File: src/rtl/wb_stage.sv
// Writeback stage: retires one instruction per handshake, formats load data,
// drives the register-file write port and keeps the retired-instruction count.

package wb_stage_pkg;
    typedef struct packed {
        logic [4:0]  rd_addr;
        logic [31:0] data;
    } writeback_signals;
endpackage

module wb_stage
    import wb_stage_pkg::*;
#(
    parameter int unsigned INSTRET_W = 64
) (
    input  logic                 clk,
    input  logic                 rst_n,
    input  logic                 in_valid,
    output logic                 in_ready,
    input  logic [4:0]           in_rd_addr,
    input  logic [31:0]          in_result,
    input  logic                 in_is_load,
    input  logic [2:0]           in_funct3,
    input  logic [1:0]           in_addr_lo,
    input  logic                 dmem_rvalid,
    input  logic [31:0]          dmem_rdata,
    input  logic                 dmem_err,
    output writeback_signals     signals_out,
    output logic                 wb_valid,
    output logic                 load_fault,
    output logic [INSTRET_W-1:0] instret
);

    typedef enum logic {
        IDLE,
        WAIT_LOAD
    } state_e;

    state_e                 state_q, state_d;
    logic [4:0]             ld_rd_q, ld_rd_d;
    logic [2:0]             ld_f3_q, ld_f3_d;
    logic [1:0]             ld_alo_q, ld_alo_d;
    writeback_signals       sig_q, sig_d;
    logic                   wb_valid_q, wb_valid_d;
    logic                   load_fault_q, load_fault_d;
    logic [INSTRET_W-1:0]   instret_q, instret_d;

    logic [7:0]             ld_byte;
    logic [15:0]            ld_half;
    logic [31:0]            ld_data;
    logic                   ld_fault;

    // Load alignment, extension and fault detection for the pending load
    always_comb begin
        ld_byte  = dmem_rdata[{ld_alo_q, 3'b000} +: 8];
        ld_half  = ld_alo_q[1] ? dmem_rdata[31:16] : dmem_rdata[15:0];
        ld_data  = '0;
        ld_fault = dmem_err;
        case (ld_f3_q)
            3'b000: ld_data = {{24{ld_byte[7]}}, ld_byte};
            3'b001: begin
                ld_data = {{16{ld_half[15]}}, ld_half};
                if (ld_alo_q[0]) ld_fault = 1'b1;
            end
            3'b010: begin
                ld_data = dmem_rdata;
                if (ld_alo_q != 2'b00) ld_fault = 1'b1;
            end
            3'b100: ld_data = {24'h0, ld_byte};
            3'b101: begin
                ld_data = {16'h0, ld_half};
                if (ld_alo_q[0]) ld_fault = 1'b1;
            end
            default: ld_fault = 1'b1;
        endcase
    end

    // Next-state and registered-output logic; rd_addr stays 0 unless retiring
    always_comb begin
        state_d      = state_q;
        ld_rd_d      = ld_rd_q;
        ld_f3_d      = ld_f3_q;
        ld_alo_d     = ld_alo_q;
        sig_d        = '0;
        wb_valid_d   = 1'b0;
        load_fault_d = 1'b0;
        instret_d    = instret_q + INSTRET_W'(wb_valid_q);
        case (state_q)
            IDLE: begin
                if (in_valid) begin
                    if (in_is_load) begin
                        ld_rd_d  = in_rd_addr;
                        ld_f3_d  = in_funct3;
                        ld_alo_d = in_addr_lo;
                        state_d  = WAIT_LOAD;
                    end else begin
                        sig_d.rd_addr = in_rd_addr;
                        sig_d.data    = in_result;
                        wb_valid_d    = 1'b1;
                    end
                end
            end
            WAIT_LOAD: begin
                if (dmem_rvalid) begin
                    state_d = IDLE;
                    if (ld_fault) begin
                        load_fault_d = 1'b1;
                    end else begin
                        sig_d.rd_addr = ld_rd_q;
                        sig_d.data    = ld_data;
                        wb_valid_d    = 1'b1;
                    end
                end
            end
            default: state_d = IDLE;
        endcase
    end

    always_ff @(posedge clk or negedge rst_n) begin
        if (!rst_n) begin
            state_q      <= IDLE;
            ld_rd_q      <= '0;
            ld_f3_q      <= '0;
            ld_alo_q     <= '0;
            sig_q        <= '0;
            wb_valid_q   <= 1'b0;
            load_fault_q <= 1'b0;
            instret_q    <= '0;
        end else begin
            state_q      <= state_d;
            ld_rd_q      <= ld_rd_d;
            ld_f3_q      <= ld_f3_d;
            ld_alo_q     <= ld_alo_d;
            sig_q        <= sig_d;
            wb_valid_q   <= wb_valid_d;
            load_fault_q <= load_fault_d;
            instret_q    <= instret_d;
        end
    end

    assign in_ready    = (state_q == IDLE);
    assign signals_out = sig_q;
    assign wb_valid    = wb_valid_q;
    assign load_fault  = load_fault_q;
    assign instret     = instret_q;

endmodule

File: config.mk
export PLATFORM = sky130hd
export DESIGN_NAME = wb_stage
export DESIGN_NICKNAME = d
export VERILOG_FILES = /design/src/rtl/wb_stage.sv
export SDC_FILE = /design/constraint.sdc
export NUM_CORES = 1
export LEC_CHECK = 0
export ABC_AREA = 0
export ABC_CLOCK_PERIOD_IN_PS = 1800
export CAP_MARGIN = 20
export CORE_MARGIN = 8
export CORE_UTILIZATION = 30
export DETAILED_ROUTE_END_ITERATION = 10
export HOLD_SLACK_MARGIN = 0.12
export PLACE_DENSITY = 0.59
export SETUP_SLACK_MARGIN = 0.05
export SYNTH_ARGS = -nofsm -noshare
export SYNTH_HDL_FRONTEND = slang
export SYNTH_SLANG_ARGS = --single-unit
File: constraint.sdc
create_clock -name clk -period 1.8 [get_ports clk]
set_input_delay 0.36 -clock clk [delete_from_list [all_inputs] [get_ports clk]]
set_output_delay 0.36 -clock clk [all_outputs]
set_load 0.05 [all_outputs]
## After elaboration in Yosys (flattened, before gate mapping)

Cells that the tools add are included.

| cells by class | value |
|---|---|
| $add $sub $neg | 1 |
| equal/unequal tests | 4 |
| shift operators | 1 |
| mux-type cells | 22 |
| bitwise gates (word level) | 1 |
| reductions and logical operators | 5 |

Operators with widths:

| operator | count |
|---|---|
| $pmux 32 s5 | 1 |
| $mux 37 | 4 |
| $pmux 37 s2 | 1 |
| $add 64x1->64 | 1 |
| $shiftx 32x6->8 | 1 |
| $mux 16 | 1 |
| $mux 1 | 12 |
| $eq 3x3->1 const B | 2 |
| $pmux 1 s2 | 2 |
| $reduce_or 2->1 | 2 |
| $eq 3x1->1 const B | 1 |
| $eq 3x2->1 const B | 1 |
| $logic_not 3->1 | 1 |
| $pmux 1 s3 | 1 |
| $reduce_and 3->1 | 1 |
| $reduce_bool 2->1 | 1 |
| $not 1->1 | 1 |

| word-level totals | value |
|---|---|
| register bits after elaboration | 114 |
| bits of input ports | 80 |
| output and inout bits | 104 |
| word-level logic and storage cells | 43 |

## Logic depth before layout (Yosys ltp)

Gate-level depths: netlist of run 1.

| depth | value |
|---|---|
| word-level depth | 6 |
| gate-level depth with buffers | 8 |
| gate-level depth less buffers | 7 |

## Worst setup path before layout of run 1

Ideal clock, no wire load.

| timing | value |
|---|---|
| kind | reg2reg |
| from | register instret_q[0] (netlist: instret[0]) |
| to | register instret_q[44] (netlist: instret[44]) |
| setup time | 0.142 ns |
| arrival | 2.316 ns |
| data required time | 1.658 ns |
| slack | -0.658 ns |
| stages on the path, launching flop included | 9 |
| buffers on the path | 1 |
| period minus slack after synthesis | 2.458 ns |
| path through | dfrtp_1 > ha_1 > ha_1 > nand4_1 > nor4_4 > and3_1 > buf_2 > nand4_1 > xnor2_1 |

| on the way | value |
|---|---|
| cells in the longest elaborated chain, start to end | 1 |

Ends and longest elaborated chain:

| element | RTL line | RTL |
|---|---|---|
| start, declared | 46 | `logic [INSTRET_W-1:0] instret_q, instret_d;` |
| start signal, assigned | 137 | `instret_q <= instret_d;` |
| $add 64x1->64 | 87 | `instret_d = instret_q + INSTRET_W'(wb_valid_q);` |
| via instret_d[44] | 46 |  |

The timed path passes the listed nets, and every way through them passes these cells.
A chain may end at the register's enable or synchronous reset.

## Worst setup path in the final report of run 1

| timing | value |
|---|---|
| from | register wb_valid_q (netlist: wb_valid) |
| to | register instret_q[56] (netlist: instret[56]) |

| on the way | value |
|---|---|
| cells in the longest elaborated chain, start to end | 1 |

Ends and longest elaborated chain:

| element | RTL line | RTL |
|---|---|---|
| start, declared | 44 | `logic wb_valid_q, wb_valid_d;` |
| start signal, assigned | 135 | `wb_valid_q <= wb_valid_d;` |
| $add 64x1->64 | 87 |  |
| via instret_d[56] | 46 |  |

The timed path passes the listed nets, and every way through them passes these cells.

==> results of run 1 <==
## how the worst min path moves through the flow
stage | slack (ns) | depth (start not counted) | endpoint | start
after floorplan | 0.06 | 0 | instret[0] | rst_n
after detailed placement | 0.47 | 1 | instret[58] | instret[58]
after CTS | 0.48 | 1 | instret[58] | instret[58]
after global routing | 0.50 | 1 | instret[58] | instret[58]
after global placement | 0.47 | 1 | instret[58] | instret[58]
final | 0.48 | 1 | instret[58] | instret[58]
## layout make-up
cell class                      instances  area (um^2)  share of cell area, %
Tap cell                              225          282                   3.04
Timing Repair Buffer                  301         2630                   28.4
Inverter                               14         52.6                  0.568
Sequential cell                       114         2910                   31.4
Clock inverter                          9          153                   1.65
Multi-Input combinational cell        317         2750                   29.7
Clock buffer                           23          478                   5.16
## metrics by stage
stage | area [um^2] | setup TNS, ns | std cells | hold WS, ns
after floorplan | 5440 | -7.68 | 458 | 0.0644
after global routing | 9250 | -11.67 | 1003 | 0.502
after detailed placement | 7940 | -13.64 | 943 | 0.475
after CTS | 9020 | -5.28 | 992 | 0.480
final | 9250 | -5.78 | 1003 | 0.477
after global placement | 7940 | -11.78 | 943 | 0.465
## Yosys cell counts (all sizes together), types with 4 or more instances
| library cell | instances |
|---|---|
| a22o | 5 |
| nor3 | 11 |
| xor2 | 22 |
| mux2 | 17 |
| nand3 | 27 |
| dfrtp | 114 |
| a222oi | 7 |
| nor4 | 8 |
| buf | 5 |
| nand2 | 42 |
| inv | 14 |
| xnor2 | 40 |
| and2 | 4 |
| nor2 | 28 |
| o21ai | 19 |
| nand4 | 29 |
| and3 | 7 |
| a221o | 16 |
| and4 | 6 |
| clkbuf | 8 |
| a221oi | 8 |
## routing by layer
layer / track usage [%] / up-vias / routed length, um
li1: - / 2298 / -
met4: 6.73 / 0 / 313
met5: 0 / - / 0
met2: 29.7 / 189 / 9600
met3: 6.44 / 25 / 1600
met1: 19.9 / 2505 / 7600
## state kept, by name (all words and copies together) (netlist names)
register	cells
ld_alo_q	2
wb_valid	1
state_q	1
load_fault	1
signals_out	37
ld_f3_q	3
ld_rd_q	5
instret	64
## cell families (layout without fill, tap and decap cells)
family                     Yosys count  in the layout  synth area share (%)
AOI/OAI and AO/OA                   60             60                  9.82
xor gates and xnor gates            62             62                  10.4
adders and majority gates            2              2                 0.478
buffers and inverters               27            347                  2.27
DFF                                114            114                  54.5
muxes                               18             18                  4.09
and+or+nand+nor                    175            175                  18.5
## power by group through the flow
| stage | logic (uW) | registers [uW] | clock network, uW |
|---|---|---|---|
| after detailed placement | 1790 | 2920 | 0 |
| after global routing | 2110 | 2900 | 3760 |
| final | 2000 | 2880 | 3570 |
| after floorplan | 469 | 3360 | 0 |
| after global placement | 1760 | 2910 | 0 |
| after CTS | 1920 | 2880 | 3640 |
## repair_timing
item,CTS,global route
buffers inserted,14,14
cloned,2,0
hold endpoints to repair,114,0
hold buffers,1,0
resized for setup,82,36
pin swaps,45,32
setup endpoints to repair,77,89
==> impl_metrics.ini, run 1 <==
[outcome]
status = complete, but fails checks
violations = setup timing

[worst_setup_path]
required_ns = 2.12
startpoint = wb_valid
critPathBufInv = 3
worstSetupPathType = flop to flop
path_cells = ha_4 > ha_4 > nand4_1 > buf_4 > nor4_4 > buf_4 > nand4_1 > buf_6 > nor2_4 > xor2_1
cp_slowest_stage_delay_ns = 0.39
regToRegSetupSlack_ns = -0.23
crit_arrival_ns = 2.35
crit_fanout = 4
cp.depth = 10
startpoint_type = flop
crit_family = simple AND/OR/NAND/NOR gates
worstSetupEndpoint = instret[56]
reg2regPathDepth = 10
end_kind = flop
crit_slowest_cell = dfrtp_2
rr_endpoint = instret[56]
r2r-start = wb_valid

[detailed_routing]
drt_pass1_iterations = 6
drt-total-wl_mm = 19.1
drc_errors = 0
route.detailed.vias_per_inst = 5.00
vias = 5017
routedWlPerCell_um = 19.1
drt_iter0_markers = 247
ant_nets = 0

[sta]
period_minus_slack_ns = 2.03
fmax_mhz = 493
finalWorstSetupSlack_ns = -0.229
worst_pin_slew_ns = 0.622
setup_viol = 63
skew_ns = 0.00780
slew_violations = 0
finalCritPeriodShare_pct = 113
max-slew-margin-rel_pct = 58.5
rsz0062_at_grt = yes
finalHoldViolCount = 0

[layout]
layout-drive-gt1-share_pct = 53.5
utilization_pct = 53.9
layout.cells.most_common_list = buf_4, clkdlybuf4s50_1, dfrtp_1
nets = 847
final_common_cell = buf_4
fillers = 1495
n_antenna_cell = 0
area_growth_pct = 76.8

[cts]
tritoncts = done
clkSinkCount = 114
clkSlewWorstSetupHoldPaths_ns = 0.05
cts_buffer_depth = 2
cts_root_buf = clkbuf_16
htreeDepth = 4
clkLatencyLatePin_ns = 0.41
cts-buffers-inserted = 17

[place]
dpl.hpwl_mm = 14.4
post-place-ws_ns = -0.453
place.gp.congestion = 0.878
place.port_buffers = 183

[yosys]
synthCells = 458
synth_edf_count = 0
syn-cell-area_um2 = 5240
ys_seq_area_share_pct = 54.5
synth.net_count = 540
netlist-cell-type-count = 48
yosysTopAreaCellShare_pct = 54.5
ys_warn_count = 0
synth_area_leader_cell = dfrtp_1
netlist_top_cells_area = dfrtp_1, xnor2_1, xor2_1
ys_ff_latch = 114
synth-async-reset-ratio_pct = 100
avgSynthCellArea_um2 = 11.4
ys.flop_type = dfrtp_1

[floorplan]
core.rowCount = 48
io_pins = 184
die_x_um = 148
start_util_pct = 30.5
die_h_um = 148
core_um2 = 17200
dieArea_um2 = 21900

[global_routing]
grtUsageTotal_pct = 17.6
grt_pass1_vias = 5591
antenna_found_initial = 0
grt_pass1_wl_mm = 30.1
grt_overflow = 0
grt_max_degree = 115

[job]
drv_cap = 0

[power]
p_leak_uw = 0.00427
p_comb_share_pct = 23.6
switchingPower_uw = 2410
clkPwrFrac_pct = 42.3
power_density_nw_per_um2 = 913
power.internal_uw = 6040
peakVddDrop_v = 0.000635
seqPwrFrac_pct = 34.1
switching_share_pct = 28.5
total_power_uw = 8450

[worst_hold_path]
hold_path.class = flop to flop
Note: power is estimated with default switching activity, not from simulation.
==> inputs of run 2 (changes only) <==
--- a/config.mk
+++ b/config.mk
@@ -11,7 +11,8 @@
 export CORE_MARGIN = 8
 export CORE_UTILIZATION = 30
 export DETAILED_ROUTE_END_ITERATION = 10
-export HOLD_SLACK_MARGIN = 0.12
+export GPL_ROUTABILITY_DRIVEN = 0
+export HOLD_SLACK_MARGIN = 0.08
 export PLACE_DENSITY = 0.59
 export SETUP_SLACK_MARGIN = 0.05
 export SYNTH_ARGS = -nofsm -noshare
==> run 2 against run 1 <==
Compared with the run above: the run still ends with setup timing left; fmax is 1.2% lower; total power is 0.88% higher; count of clock-buffer cells in the layout is 1 lower; sequential cell count stayed put; sequential share of layout area is 0.24 points higher; final area is 0.76% lower; non-clock buffer count is 5 higher; via count is 1.5% lower; critical path depth stayed put; die area stayed put; critical path type unchanged; largest cell class unchanged; largest power group unchanged; highest routed layer unchanged.
==> impl_metrics.ini, run 2 (same netlist as run 1, synthesis figures left out) <==
[layout]
n_antenna_cell = 0
nets = 852
final_cells = 1008
fillers = 1495
largest_reg_flops = 64
layout-drive-gt1-share_pct = 53.0
area_growth_pct = 75.4
utilization_pct = 53.5
final_common_cell = buf_4
layout.cells.most_common_list = buf_4, clkdlybuf4s50_1, dfrtp_1

[sta]
rsz0062_at_grt = yes
finalWorstSetupSlack_ns = -0.253
slew_violations = 0
skew_ns = 0.00972
worst_pin_slew_ns = 0.522
finalHoldViolCount = 0
fmax_mhz = 487
max-slew-margin-rel_pct = 65.2
period_minus_slack_ns = 2.05
setup_viol = 55
finalCritPeriodShare_pct = 114

[place]
dp_cells = 950
place.port_buffers = 183
dpl.hpwl_mm = 14.4

[power]
p_comb_share_pct = 24.0
p_leak_uw = 0.00426
peakVddDrop_v = 0.000626
seqPwrFrac_pct = 33.8
switching_share_pct = 28.7
clkPwrFrac_pct = 42.2
power.internal_uw = 6070
switchingPower_uw = 2450
power_density_nw_per_um2 = 928

[cts]
cts-buffers-inserted = 17
clkSinkCount = 114
cts_root_buf = clkbuf_16
htreeDepth = 4
clkSlewWorstSetupHoldPaths_ns = 0.06
tritoncts = done
clkLatencyLatePin_ns = 0.41
cts_buffer_depth = 2

[job]
drv_cap = 0

[detailed_routing]
drt-total-wl_mm = 19.0
ant_nets = 0
vias = 4942
drt_iter0_markers = 261
drc_errors = 0
routedWlPerCell_um = 18.9
route.detailed.vias_per_inst = 4.90
drt_pass1_iterations = 5

[floorplan]
die_h_um = 148
core.rowCount = 48
io_pins = 184
dieArea_um2 = 21900
die_x_um = 148
core_um2 = 17200
start_util_pct = 30.5

[worst_setup_path]
startpoint_type = flop
regToRegSetupSlack_ns = -0.25
end_kind = flop
crit_arrival_ns = 2.38
worstSetupPathType = flop to flop
cp_slowest_stage_delay_ns = 0.38
path_cells = ha_4 > ha_4 > nand4_1 > buf_6 > nor4_4 > buf_4 > nand4_1 > buf_6 > nor3_4 > xnor2_1
required_ns = 2.13
crit_slowest_cell = dfrtp_2
crit_fanout = 4

[global_routing]
antenna_found_initial = 0
grt_max_degree = 39
grtUsageTotal_pct = 17.3
grt_pass1_wl_mm = 29.5
grt_pass1_vias = 5459
grt_overflow = 0

[outcome]
violations = setup timing
status = complete, but fails checks

[worst_hold_path]
hold_path.class = input port to async pin
run 2: power groups by stage:
stage | Combinational (uW) | Sequential, uW | Clock [uW]
after floorplan | 469 | 3360 | 0
after global placement | 1780 | 2910 | 0
after global routing | 2170 | 2900 | 3770
final | 2040 | 2880 | 3600
after CTS | 1880 | 2880 | 3650
after detailed placement | 1800 | 2910 | 0
run 2: area by class of cell:
cell class	instances	area (um^2)	area share (%)
Tap cell	225	282	3.07
Inverter	14	52.6	0.572
Clock inverter	10	156	1.70
Multi-Input combinational cell	317	2680	29.2
Clock buffer	22	474	5.16
Sequential cell	114	2910	31.7
Timing Repair Buffer	306	2630	28.7
run 2: layer usage:
metal,vias to the layer above,part of all wire [%],track usage [%]
met5,-,0,0
met4,0,1.3,5.76
met3,19,8.6,6.68
met2,192,50,29.9
met1,2417,40,19.0
li1,2314,-,-
run 2: path summary, 6_finish.rpt:
| kind | end | start | cells past startpoint |
|---|---|---|---|
| max in group asynchronous | signals_out[21] | rst_n | 3 |
| setup reg to reg | instret[62] | wb_valid | 10 |
| hold / removal | instret[6] | rst_n | 2 |
| setup / recovery | instret[62] | wb_valid | 10 |
| hold reg to reg | instret[58] | instret[58] | 1 |
| min in group clk | instret[58] | instret[58] | 1 |
run 2: per-stage QoR:
step           total power, uW  instance area, um^2  hold slack (ns)  worst slack [ns]  setup TNS (ns)
2_1_floorplan             3830                 5440           0.0644            -0.391           -7.68
3_3_place_gp              4690                 8000            0.329            -0.385          -12.62
3_5_place_dp              4710                 8000            0.332            -0.449          -14.54
4_1_cts                   8410                 8930            0.445            -0.229           -3.96
5_1_grt                   8840                 9180            0.475            -0.355           -9.70
6_report                  8520                 9180            0.441            -0.253           -4.63
run 2: repair_timing:
action	CTS	global route
setup endpoints to repair	72	87
hold buffers	1	0
gates resized for setup	57	36
buffers inserted	15	12
endpoints found under the hold margin	25	0
pin swaps	30	22
cloned	0	1
run 2: worst max-delay path: cells and delay by family, from the launching register on:
| family | cells | cell delay (ns) |
|---|---|---|
| fa+ha+maj | 2 | 0.27 |
| xor+xnor | 1 | 0.14 |
| buf+inv | 3 | 0.52 |
| simple gates | 4 | 0.66 |
| flops | 1 | 0.38 |
